[src/rtl/framebuffer_region_clear_pkg.sv]
// Shared state encoding and rectangle clamping for the framebuffer region clear unit.
package framebuffer_region_clear_pkg;

    typedef enum logic {
        STATE_IDLE  = 1'b0,
        STATE_CLEAR = 1'b1
    } state_e;

    localparam int COORD_W = 32;

    typedef struct packed {
        logic [COORD_W-1:0] x0;
        logic [COORD_W-1:0] x1;
        logic [COORD_W-1:0] y0;
        logic [COORD_W-1:0] y1;
    } rect_t;

    function automatic logic [COORD_W-1:0] min_coord(
        input logic [COORD_W-1:0] a,
        input logic [COORD_W-1:0] b
    );
        return (a < b) ? a : b;
    endfunction

    // Scissor edges are clipped to the screen so the walker never leaves the framebuffer.
    function automatic rect_t clamp_rect(
        input logic               scissor_en,
        input logic [COORD_W-1:0] xres,
        input logic [COORD_W-1:0] yres,
        input logic [COORD_W-1:0] start_x,
        input logic [COORD_W-1:0] start_y,
        input logic [COORD_W-1:0] end_x,
        input logic [COORD_W-1:0] end_y
    );
        rect_t r;
        if (scissor_en) begin
            r.x0 = min_coord(start_x, xres);
            r.x1 = min_coord(end_x, xres);
            r.y0 = min_coord(start_y, yres);
            r.y1 = min_coord(end_y, yres);
        end else begin
            r.x0 = '0;
            r.x1 = xres;
            r.y0 = '0;
            r.y1 = yres;
        end
        return r;
    endfunction

endpackage

[src/rtl/framebuffer_region_clear_walker.sv]
// Raster walker: emits x/y/address/last for every pixel of a non-empty rectangle under valid/ready.
module framebuffer_rect_walker
    import framebuffer_region_clear_pkg::*;
#(
    parameter int ADDR_WIDTH  = 32,
    parameter int X_BIT_WIDTH = 11,
    parameter int Y_BIT_WIDTH = 11
) (
    input  logic                   aclk,
    input  logic                   resetn,
    input  logic                   start,
    input  logic [X_BIT_WIDTH-1:0] rect_x0,
    input  logic [X_BIT_WIDTH-1:0] rect_x1,
    input  logic [Y_BIT_WIDTH-1:0] rect_y0,
    input  logic [Y_BIT_WIDTH-1:0] rect_y1,
    input  logic [X_BIT_WIDTH-1:0] stride,
    output logic                   out_valid,
    input  logic                   out_ready,
    output logic                   out_last,
    output logic [X_BIT_WIDTH-1:0] out_xpos,
    output logic [Y_BIT_WIDTH-1:0] out_ypos,
    output logic [ADDR_WIDTH-1:0]  out_addr,
    output logic                   done
);

    localparam logic [X_BIT_WIDTH:0]  X_ONE    = {{X_BIT_WIDTH{1'b0}}, 1'b1};
    localparam logic [Y_BIT_WIDTH:0]  Y_ONE    = {{Y_BIT_WIDTH{1'b0}}, 1'b1};
    localparam logic [ADDR_WIDTH-1:0] ADDR_ONE = {{(ADDR_WIDTH-1){1'b0}}, 1'b1};

    logic [X_BIT_WIDTH-1:0] x0_q, x0_d;
    logic [X_BIT_WIDTH-1:0] x1_q, x1_d;
    logic [Y_BIT_WIDTH-1:0] y1_q, y1_d;
    logic [X_BIT_WIDTH-1:0] stride_q, stride_d;
    logic [X_BIT_WIDTH-1:0] xpos_q, xpos_d;
    logic [Y_BIT_WIDTH-1:0] ypos_q, ypos_d;
    logic [ADDR_WIDTH-1:0]  row_base_q, row_base_d;
    logic [ADDR_WIDTH-1:0]  addr_q, addr_d;
    logic                   valid_q, valid_d;
    logic                   last_q, last_d;

    logic                   beat;
    logic [X_BIT_WIDTH:0]   x_inc;
    logic [X_BIT_WIDTH:0]   x0_inc;
    logic [Y_BIT_WIDTH:0]   y_inc;
    logic [X_BIT_WIDTH:0]   x1_ext;
    logic [Y_BIT_WIDTH:0]   y1_ext;
    logic [ADDR_WIDTH-1:0]  start_row_base;
    logic [ADDR_WIDTH-1:0]  next_row_base;

    assign beat           = valid_q && out_ready;
    assign x_inc          = {1'b0, xpos_q} + X_ONE;
    assign x0_inc         = {1'b0, x0_q} + X_ONE;
    assign y_inc          = {1'b0, ypos_q} + Y_ONE;
    assign x1_ext         = {1'b0, x1_q};
    assign y1_ext         = {1'b0, y1_q};
    // The only multiply: the first row's base, everything afterwards is incremental.
    assign start_row_base = ADDR_WIDTH'(rect_y0) * ADDR_WIDTH'(stride);
    assign next_row_base  = row_base_q + ADDR_WIDTH'(stride_q);

    always_comb begin
        x0_d       = x0_q;
        x1_d       = x1_q;
        y1_d       = y1_q;
        stride_d   = stride_q;
        xpos_d     = xpos_q;
        ypos_d     = ypos_q;
        row_base_d = row_base_q;
        addr_d     = addr_q;
        valid_d    = valid_q;
        last_d     = last_q;
        if (start && !valid_q) begin
            x0_d       = rect_x0;
            x1_d       = rect_x1;
            y1_d       = rect_y1;
            stride_d   = stride;
            xpos_d     = rect_x0;
            ypos_d     = rect_y0;
            row_base_d = start_row_base;
            addr_d     = start_row_base + ADDR_WIDTH'(rect_x0);
            valid_d    = 1'b1;
            last_d     = (({1'b0, rect_x0} + X_ONE) == {1'b0, rect_x1}) &&
                         (({1'b0, rect_y0} + Y_ONE) == {1'b0, rect_y1});
        end else if (beat) begin
            if (last_q) begin
                valid_d = 1'b0;
                last_d  = 1'b0;
            end else if (x_inc < x1_ext) begin
                xpos_d = x_inc[X_BIT_WIDTH-1:0];
                addr_d = addr_q + ADDR_ONE;
                last_d = ((x_inc + X_ONE) == x1_ext) && (y_inc == y1_ext);
            end else begin
                xpos_d     = x0_q;
                ypos_d     = y_inc[Y_BIT_WIDTH-1:0];
                row_base_d = next_row_base;
                addr_d     = next_row_base + ADDR_WIDTH'(x0_q);
                last_d     = (x0_inc == x1_ext) && ((y_inc + Y_ONE) == y1_ext);
            end
        end
    end

    always_ff @(posedge aclk) begin
        if (!resetn) begin
            x0_q       <= '0;
            x1_q       <= '0;
            y1_q       <= '0;
            stride_q   <= '0;
            xpos_q     <= '0;
            ypos_q     <= '0;
            row_base_q <= '0;
            addr_q     <= '0;
            valid_q    <= 1'b0;
            last_q     <= 1'b0;
        end else begin
            x0_q       <= x0_d;
            x1_q       <= x1_d;
            y1_q       <= y1_d;
            stride_q   <= stride_d;
            xpos_q     <= xpos_d;
            ypos_q     <= ypos_d;
            row_base_q <= row_base_d;
            addr_q     <= addr_d;
            valid_q    <= valid_d;
            last_q     <= last_d;
        end
    end

    assign out_valid = valid_q;
    assign out_last  = last_q;
    assign out_xpos  = xpos_q;
    assign out_ypos  = ypos_q;
    assign out_addr  = addr_q;
    assign done      = beat && last_q;

endmodule

[src/rtl/framebuffer_region_clear.sv]
// Framebuffer clear unit: forwards fragments when idle, otherwise streams clear fragments
// over the full screen or a clamped scissor rectangle.
module framebuffer_region_clear
    import framebuffer_region_clear_pkg::*;
#(
    parameter  int ADDR_WIDTH  = 32,
    parameter  int X_BIT_WIDTH = 11,
    parameter  int Y_BIT_WIDTH = 11,
    parameter  int PIXEL_WIDTH = 16,
    localparam int STRB_WIDTH  = PIXEL_WIDTH / 8
) (
    input  logic                   aclk,
    input  logic                   resetn,

    input  logic [PIXEL_WIDTH-1:0] confClearColor,
    input  logic [STRB_WIDTH-1:0]  confClearMask,
    input  logic [X_BIT_WIDTH-1:0] confXResolution,
    input  logic [Y_BIT_WIDTH-1:0] confYResolution,
    input  logic                   confScissorEnable,
    input  logic [X_BIT_WIDTH-1:0] confScissorStartX,
    input  logic [Y_BIT_WIDTH-1:0] confScissorStartY,
    input  logic [X_BIT_WIDTH-1:0] confScissorEndX,
    input  logic [Y_BIT_WIDTH-1:0] confScissorEndY,

    input  logic                   s_frag_tvalid,
    output logic                   s_frag_tready,
    input  logic                   s_frag_tlast,
    input  logic [PIXEL_WIDTH-1:0] s_frag_tdata,
    input  logic [STRB_WIDTH-1:0]  s_frag_tstrb,
    input  logic [ADDR_WIDTH-1:0]  s_frag_taddr,
    input  logic [X_BIT_WIDTH-1:0] s_frag_txpos,
    input  logic [Y_BIT_WIDTH-1:0] s_frag_typos,

    output logic                   m_frag_tvalid,
    input  logic                   m_frag_tready,
    output logic                   m_frag_tlast,
    output logic [PIXEL_WIDTH-1:0] m_frag_tdata,
    output logic [STRB_WIDTH-1:0]  m_frag_tstrb,
    output logic [ADDR_WIDTH-1:0]  m_frag_taddr,
    output logic [X_BIT_WIDTH-1:0] m_frag_txpos,
    output logic [Y_BIT_WIDTH-1:0] m_frag_typos,

    input  logic                   apply,
    output logic                   applied
);

    state_e                 state_q;
    logic                   applied_q;
    logic [PIXEL_WIDTH-1:0] color_q, color_d;
    logic [STRB_WIDTH-1:0]  mask_q, mask_d;

    rect_t                  rect;
    logic                   rect_empty;
    logic                   accept_apply;
    logic                   start_clear;

    logic                   walk_valid;
    logic                   walk_last;
    logic [X_BIT_WIDTH-1:0] walk_xpos;
    logic [Y_BIT_WIDTH-1:0] walk_ypos;
    logic [ADDR_WIDTH-1:0]  walk_addr;
    logic                   walk_done;

    assign rect = clamp_rect(confScissorEnable,
                             COORD_W'(confXResolution),
                             COORD_W'(confYResolution),
                             COORD_W'(confScissorStartX),
                             COORD_W'(confScissorStartY),
                             COORD_W'(confScissorEndX),
                             COORD_W'(confScissorEndY));

    assign rect_empty   = (rect.x0 >= rect.x1) || (rect.y0 >= rect.y1);
    assign accept_apply = apply && (state_q == STATE_IDLE);
    assign start_clear  = accept_apply && !rect_empty;

    always_comb begin
        color_d = color_q;
        mask_d  = mask_q;
        if (accept_apply) begin
            color_d = confClearColor;
            mask_d  = confClearMask;
        end
    end

    always_ff @(posedge aclk) begin
        if (!resetn) begin
            color_q <= '0;
            mask_q  <= '0;
        end else begin
            color_q <= color_d;
            mask_q  <= mask_d;
        end
    end

    framebuffer_rect_walker #(
        .ADDR_WIDTH  (ADDR_WIDTH),
        .X_BIT_WIDTH (X_BIT_WIDTH),
        .Y_BIT_WIDTH (Y_BIT_WIDTH)
    ) u_walker (
        .aclk      (aclk),
        .resetn    (resetn),
        .start     (start_clear),
        .rect_x0   (X_BIT_WIDTH'(rect.x0)),
        .rect_x1   (X_BIT_WIDTH'(rect.x1)),
        .rect_y0   (Y_BIT_WIDTH'(rect.y0)),
        .rect_y1   (Y_BIT_WIDTH'(rect.y1)),
        .stride    (confXResolution),
        .out_valid (walk_valid),
        .out_ready (m_frag_tready),
        .out_last  (walk_last),
        .out_xpos  (walk_xpos),
        .out_ypos  (walk_ypos),
        .out_addr  (walk_addr),
        .done      (walk_done)
    );

    // applied drops together with the first clear beat and returns with the cycle after the last one.
    always_ff @(posedge aclk) begin
        if (!resetn) begin
            state_q   <= STATE_IDLE;
            applied_q <= 1'b1;
        end else begin
            case (state_q)
                STATE_IDLE: begin
                    if (start_clear) begin
                        state_q   <= STATE_CLEAR;
                        applied_q <= 1'b0;
                    end
                end
                STATE_CLEAR: begin
                    if (walk_done) begin
                        state_q   <= STATE_IDLE;
                        applied_q <= 1'b1;
                    end
                end
                default: begin
                    state_q   <= STATE_IDLE;
                    applied_q <= 1'b1;
                end
            endcase
        end
    end

    always_comb begin
        s_frag_tready = m_frag_tready;
        m_frag_tvalid = s_frag_tvalid;
        m_frag_tlast  = s_frag_tlast;
        m_frag_tdata  = s_frag_tdata;
        m_frag_tstrb  = s_frag_tstrb;
        m_frag_taddr  = s_frag_taddr;
        m_frag_txpos  = s_frag_txpos;
        m_frag_typos  = s_frag_typos;
        if (state_q == STATE_CLEAR) begin
            s_frag_tready = 1'b0;
            m_frag_tvalid = walk_valid;
            m_frag_tlast  = walk_last;
            m_frag_tdata  = color_q;
            m_frag_tstrb  = mask_q;
            m_frag_taddr  = walk_addr;
            m_frag_txpos  = walk_xpos;
            m_frag_typos  = walk_ypos;
        end
    end

    assign applied = applied_q;

endmodule

[config.mk]
export PLATFORM = sky130hd
export DESIGN_NAME = framebuffer_region_clear
export DESIGN_NICKNAME = d
export VERILOG_FILES = /design/src/rtl/framebuffer_region_clear_pkg.sv /design/src/rtl/framebuffer_region_clear_walker.sv /design/src/rtl/framebuffer_region_clear.sv
export SDC_FILE = /design/constraint.sdc
export NUM_CORES = 1
export LEC_CHECK = 0
export ABC_AREA = 1
export CORE_ASPECT_RATIO = 0.7
export CORE_MARGIN = 2
export CORE_UTILIZATION = 45
export CTS_BUF_LIST = sky130_fd_sc_hd__clkbuf_8
export DETAILED_ROUTE_END_ITERATION = 6
export GPL_TIMING_DRIVEN = 0
export PLACE_DENSITY = 0.71
export SETUP_SLACK_MARGIN = 0.5
export SLEW_MARGIN = 20
export SYNTH_ARGS = -nofsm -noshare
export SYNTH_HDL_FRONTEND = slang
export SYNTH_SLANG_ARGS = --single-unit
[constraint.sdc]
create_clock -name aclk -period 14.99 [get_ports aclk]
set_clock_uncertainty 0.2 [all_clocks]
set_input_delay 2.2485 -clock aclk [delete_from_list [all_inputs] [get_ports aclk]]
set_output_delay 2.2485 -clock aclk [all_outputs]
set_load 0.005 [all_outputs]
# After elaboration in Yosys (flattened, before gate mapping)
# Cells that the tools add are included.
# W data, S select, Z words.
# classes
n_mux	42
n_mul	1
n_bitwise	4
eq_ne	10
order_cmp	7
n_addsub	11
reduce_logical	19
# op_table
operator	count
$mux W32	5
$mux W11	14
$mux W107	1
$mux W22	4
$eq A12 B11 Y1	6
$add A32 B11 Y32	2
$ge A32 B32 Y1	2
$add A11 B1 Y12 const B	5
$lt A11 B11 Y1	4
$add A32 B1 Y32 const B	1
$add A12 B1 Y12 const B	2
$add A22 B11 Y23	1
$mul A11 B11 Y22	1
$mux W16	1
$mux W1	14
$lt A12 B11 Y1	1
$logic_and A1 B1 Y1	8
$ne A2 B1 Y1 const B	3
$reduce_and A2 Y1	3
$reduce_and A3 Y1	2
$not A1 Y1	4
$pmux W1 S2	2
$reduce_bool A2 Y1	2
$logic_not A1 Y1	2
other kinds (4)	4
# totals
inputBits	163
register_bits	152
out_inout_bits	76
wordCells	109

# Longest topological paths before layout
# logic_depth
depth_word	10
ltp_mapped	44
ltp_nobuf	44

# Modules after synthesis
# Synthesis repeated with hierarchy kept, for this count alone.
# unflattened
hier_cells	3283
hier_area_um2	20239.4
# modules_own_cells
mod	cells_each	area_each_um2	seq_area_each_um2	instances
framebuffer_rect_walker	2498	16101.7	2642.5	1
framebuffer_region_clear	785	4137.7	400.4	1

# Worst setup path after synthesis
# No wires, ideal clock.
# synth_path
kind	input to register
startpoint	input confYResolution[10]
endpoint	register u_walker.addr_q[21], in the netlist u_walker.out_addr[21]
cell_stages	38
slack_ps	5909
setup_time_ps	109
n_path_buf	1
arrival_ps	8772
t_required_ps	14681
path_cell_list	inv_1 > ha_1 > a21o_1 > nor2_4 > nand3_4 > nand2_1 > nand3_1 > buf_2 > inv_2 > nand2_1 > fa_1 > fa_1 > fa_1 > inv_1 > fa_1 > inv_1 > fa_1 > inv_1 > [... 2 more ...] > o21ai_1 > xor2_1 > ha_1 > nand2_1 > nor2_1 > nand4_1 > o211ai_1 > nand3_1 > nor2_1 > nand2_1 > nor2_2 > nand3_1 > nand2_1 > nand2_1 > nand2_1 > nand3_1 > nand2_1 > inv_1
# synth_via
elab_chain_cells	10
elab_cells_between_ends	16
classes_between	1 x add/sub; 1 x mul; 3 x order compare; 1 x eq/ne; 4 x mux; 6 x reduce/logical
# synth_rtl
item	line	rtl
from (decl)	framebuffer_region_clear.sv:18	input logic [Y_BIT_WIDTH-1:0] confYResolution,
$lt A11 B11 Y1	framebuffer_region_clear_pkg.sv:22	return (a < b) ? a : b;
$mux W11	framebuffer_region_clear_pkg.sv:22	
$mux W107 (*)	framebuffer_region_clear_pkg.sv:36	if (scissor_en) begin
parallel branches: the longest is 7 deep, another holds $add A22 B11 Y23	-	
to (signal assigned)	framebuffer_region_clear_walker.sv:121	addr_q <= addr_d;
to (decl)	framebuffer_region_clear_walker.sv:37	logic [ADDR_WIDTH-1:0] addr_q, addr_d;
# Mark *: on every way between the ends.
# A chain may end at the register's enable or synchronous reset.

# Worst setup path in the final report
# Ends and elaborated chain as after synthesis.

==> impl_metrics.xml <==
<?xml version="1.0" encoding="UTF-8"?>
<metrics>
  <group name="layout">
    <metric name="drive_above_1_share" unit="">0.0567</metric>
    <metric name="antenna_cells" unit="">0</metric>
    <metric name="ff_latch_area" unit="um2">3040</metric>
    <metric name="net_count_of_the_finished_layout" unit="">3833</metric>
    <metric name="multiInputGateArea" unit="um2">14600</metric>
    <metric name="layout.filler_cells" unit="">4569</metric>
    <metric name="final_cell_count_no_fill" unit="">4018</metric>
    <metric name="area.growth.synth_to_final" unit="%">17.6</metric>
    <metric name="final_core_utilization" unit="">0.536</metric>
  </group>
  <group name="synthesis">
    <metric name="yosysUniqueCellTypes" unit="">63</metric>
    <metric name="synthesis.instances" unit="">3156</metric>
    <metric name="synth-main-ff-cell" unit="">dfxtp_1</metric>
    <metric name="sequential_element_share_of_the_synthesized_area" unit="">0.153</metric>
    <metric name="mappedNetlistArea" unit="um2">19800</metric>
    <metric name="synth_nets" unit="">3578</metric>
    <metric name="async_flop_share" unit="">0</metric>
    <metric name="synth_area_per_cell" unit="um2">6.29</metric>
    <metric name="synth_enable_flop_cells" unit="">0</metric>
    <metric name="synth.ff_latch_count" unit="">152</metric>
    <metric name="synth.yosys.warnings" unit="">0</metric>
  </group>
  <group name="power_and_ir_drop">
    <metric name="pwr-share-clk" unit="">0.111</metric>
    <metric name="switching_share" unit="">0.562</metric>
    <metric name="switchingPower" unit="W">0.00168</metric>
    <metric name="pwrdens" unit="nW/um2">128</metric>
    <metric name="seq_power_share" unit="">0.182</metric>
    <metric name="leakage_power_total" unit="nW">11.1</metric>
    <metric name="vdd_drop_max" unit="V">0.0000868</metric>
    <metric name="pwr-share-comb" unit="">0.706</metric>
    <metric name="internal_portion_of_total_power" unit="W">0.00131</metric>
    <metric name="post-layout-total-power" unit="W">0.00299</metric>
  </group>
  <group name="drt">
    <metric name="drt_iter0_markers" unit="">2737</metric>
    <metric name="remaining_drc_errors" unit="">0</metric>
    <metric name="route.layer.met1.wl" unit="um">35800</metric>
    <metric name="drtAntennaViolNets" unit="">0</metric>
    <metric name="met2_wirelength" unit="um">29600</metric>
    <metric name="detail_route.wl_per_cell" unit="um">19.0</metric>
    <metric name="routed_wire_length" unit="um">76200</metric>
    <metric name="vias" unit="">22100</metric>
    <metric name="topRoutingLayerUsed" unit="">met4</metric>
    <metric name="detailedRoute.firstPassIterationCount" unit="">6</metric>
    <metric name="detailed_routed_wire_length_on_met3" unit="um">9780</metric>
    <metric name="detail_route.vias_per_cell" unit="">5.51</metric>
  </group>
  <group name="clocking">
    <metric name="cts_buffers" unit="">17</metric>
    <metric name="cts_tree" unit="">done</metric>
    <metric name="cts_hold_repair_buffers" unit="">0</metric>
    <metric name="cts_buffer_depth" unit="">2</metric>
    <metric name="cts.repair_timing.setup_buffer_count" unit="">0</metric>
    <metric name="insertion_delay_of_the_later_clocked_pin_in_the_worst_skew_pair" unit="ns">0.51</metric>
    <metric name="clock_sinks" unit="">152</metric>
    <metric name="cts.root.buffer_cell" unit="">clkbuf_8</metric>
    <metric name="cts.reportedPaths.clkPinSlew" unit="ns">0.09</metric>
    <metric name="cts_h_tree_depth" unit="">4</metric>
    <metric name="cts_repair_resize_count" unit="">0</metric>
  </group>
  <group name="floorplan">
    <metric name="core_area" unit="um2">43600</metric>
    <metric name="ioPinCount" unit="">239</metric>
    <metric name="floorplan.die.width" unit="um">255</metric>
    <metric name="die_y" unit="um">180</metric>
    <metric name="fp.dieArea" unit="um2">45800</metric>
    <metric name="effective_utilization_at_floorplan" unit="">0.455</metric>
    <metric name="rows" unit="">64</metric>
  </group>
  <group name="setup_path">
    <metric name="worst-path-max-fanout" unit="">10</metric>
    <metric name="worstSetupPathType" unit="">input port to register</metric>
    <metric name="worst_r2r_startpoint" unit="">u_walker.out_xpos[1]</metric>
    <metric name="crit_path_end" unit="">u_walker.out_addr[21]</metric>
    <metric name="critPathLaunchType" unit="">input port</metric>
    <metric name="slowest_stage" unit="">fa_1</metric>
    <metric name="cp_common_cell" unit="">nand2_1</metric>
    <metric name="r2r-end" unit="">u_walker.row_base_q[4]</metric>
    <metric name="worst_r2r_path_cells" unit="">19</metric>
    <metric name="critPathMaxStageDelay" unit="ns">0.54</metric>
    <metric name="critPathArrivalTime" unit="ns">10.49</metric>
    <metric name="timing.critical_path.to_type" unit="">register</metric>
    <metric name="timing.reg2reg.setup_slack" unit="ns">10.62</metric>
    <metric name="worstSetupStartpoint" unit="">confYResolution[10]</metric>
    <metric name="cp_data_required_time" unit="ns">15.19</metric>
  </group>
  <group name="grt">
    <metric name="grt_start_max_net_pins" unit="">17</metric>
    <metric name="grt_antenna_before_repair" unit="">0</metric>
    <metric name="grt_pass1_vias" unit="">20500</metric>
    <metric name="globalRouteOverflowTotal" unit="">0</metric>
    <metric name="grtUsageTotal" unit="">0.335</metric>
    <metric name="grt_first_pass_wirelength" unit="um">119000</metric>
  </group>
  <group name="sta">
    <metric name="layout_worst_path_cycle_share" unit="">0.686</metric>
    <metric name="achievable_freq" unit="GHz">0.0972</metric>
    <metric name="final_tns_setup" unit="ns">0</metric>
    <metric name="drv_slew" unit="">0</metric>
    <metric name="slew-limit-headroom" unit="">0.337</metric>
    <metric name="worst_pin_slew" unit="ns">0.994</metric>
    <metric name="setup_repair_after_global_routing_missed_its_margin" unit="">false</metric>
    <metric name="total_of_endpoints_with_negative_setup_slack_in_the_final_report" unit="">0</metric>
    <metric name="finalWorstPathRequiredPeriod" unit="ns">10.29</metric>
    <metric name="final_hold_viol_count" unit="">0</metric>
    <metric name="fin_hold_ws" unit="ns">0.284</metric>
  </group>
  <group name="outcome">
    <metric name="status" unit="">finished, final reports clean</metric>
  </group>
  <group name="place">
    <metric name="place.detailed.instances" unit="">3986</metric>
    <metric name="gp_routability_congestion" unit="">1.01</metric>
    <metric name="place.port_buffers" unit="">236</metric>
    <metric name="place_hpwl" unit="um">62900</metric>
  </group>
  <group name="flow_run">
    <metric name="timing.max_cap.violations" unit="">0</metric>
  </group>
  <group name="worst_hold_path">
    <metric name="hold_path.class" unit="">register to register</metric>
  </group>
</metrics>
critical path, delay by kind of cell:
family                   cells  cell delay [ns]
XOR/XNOR                     1             0.21
AO/OA/AOI/OAI                5             1.08
adder cells (fa/ha/maj)      8             3.38
AND/OR/NAND/NOR             18             2.26
buffers and inverters        7             1.24
cells in the mapped netlist, drive strengths merged, types with 25 or more instances:
cell / number / share of area
inv: 453 / 0.086
a21oi: 141 / 0.036
nand4: 53 / 0.017
nor2: 342 / 0.073
fa: 83 / 0.084
xnor2: 25 / 0.011
nor3: 46 / 0.013
ha: 176 / 0.11
nand2: 881 / 0.17
a31oi: 33 / 0.010
xor2: 87 / 0.040
o22ai: 42 / 0.013
clkbuf: 56 / 0.011
dfxtp: 152 / 0.15
buf: 42 / 0.012
nand3: 195 / 0.055
o21ai: 235 / 0.059
stage by stage:
step,area [um2],setup WS (ns)
after CTS,23300,4.88
after floorplan,19800,5.91
after global routing,23300,4.15
after global placement,22900,4.35
final,23300,4.70
after detailed placement,22900,4.37
metal layers:
layer,GRT usage,vias up
li1,-,10700
met3,0.0954,75
met5,0,-
met1,0.510,10200
met4,0.0575,0
met2,0.467,1149
how the worst min path moves through the flow:
stage | startpoint | end | slack, ns | depth (start not counted)
floorplan | u_walker.stride_q[0] | u_walker.stride_q[0] | 0.23 | 2
global placement | u_walker.stride_q[2] | u_walker.stride_q[2] | 0.25 | 2
detailed placement | u_walker.stride_q[0] | u_walker.stride_q[0] | 0.26 | 2
CTS | u_walker.out_last | u_walker.out_valid | 0.29 | 1
global route | u_walker.stride_q[0] | u_walker.stride_q[0] | 0.30 | 2
finish | u_walker.out_last | u_walker.out_valid | 0.28 | 1
area by class of cell:
class	count	area share
buffer	98	0.0193
clock buffer	19	0.0112
clock inverter	13	0.00574
inverter	462	0.0743
multi-input combinational	2444	0.626
sequential	152	0.130
tap	594	0.0318
timing repair buffer	236	0.101
power by group through the flow:
stage	sequential, W	combinational (W)	clock, W
after floorplan	0.000526	0.00136	0
after global placement	0.000549	0.00203	0
after detailed placement	0.000550	0.00203	0
after CTS	0.000541	0.00205	0.000330
after global routing	0.000552	0.00233	0.000349
final	0.000546	0.00211	0.000333
layout by cell type, fill, tap and decap left out, types with 15 or more instances in the layout:
cell type / count
a31oi_1: 33
nand2_2: 26
o211ai_1: 19
clkdlybuf4s50_1: 236
xnor2_1: 25
o22ai_1: 42
o21ai_0: 222
clkbuf_8: 19
buf_2: 27
clkbuf_1: 56
nand2_1: 851
a21oi_1: 139
dfxtp_1: 152
nor2_2: 27
nand3_1: 178
inv_1: 442
ha_1: 176
nand4_1: 53
xor2_1: 83
a21o_1: 15
nor3_1: 39
fa_1: 83
nor2_1: 302
logic make-up after synthesis:
logic type                 count (synthesis)  share of synthesized area
adders and majority gates                259                      0.195
and+or+nand+nor                         1546                      0.342
muxes                                      1                   0.000568
buffers and inverters                    560                      0.110
AOI/OAI and AO/OA                        526                      0.149
DFF                                      152                      0.153
xor gates and xnor gates                 112                     0.0510
No activity file was read; power rests on OpenSTA's default activity.
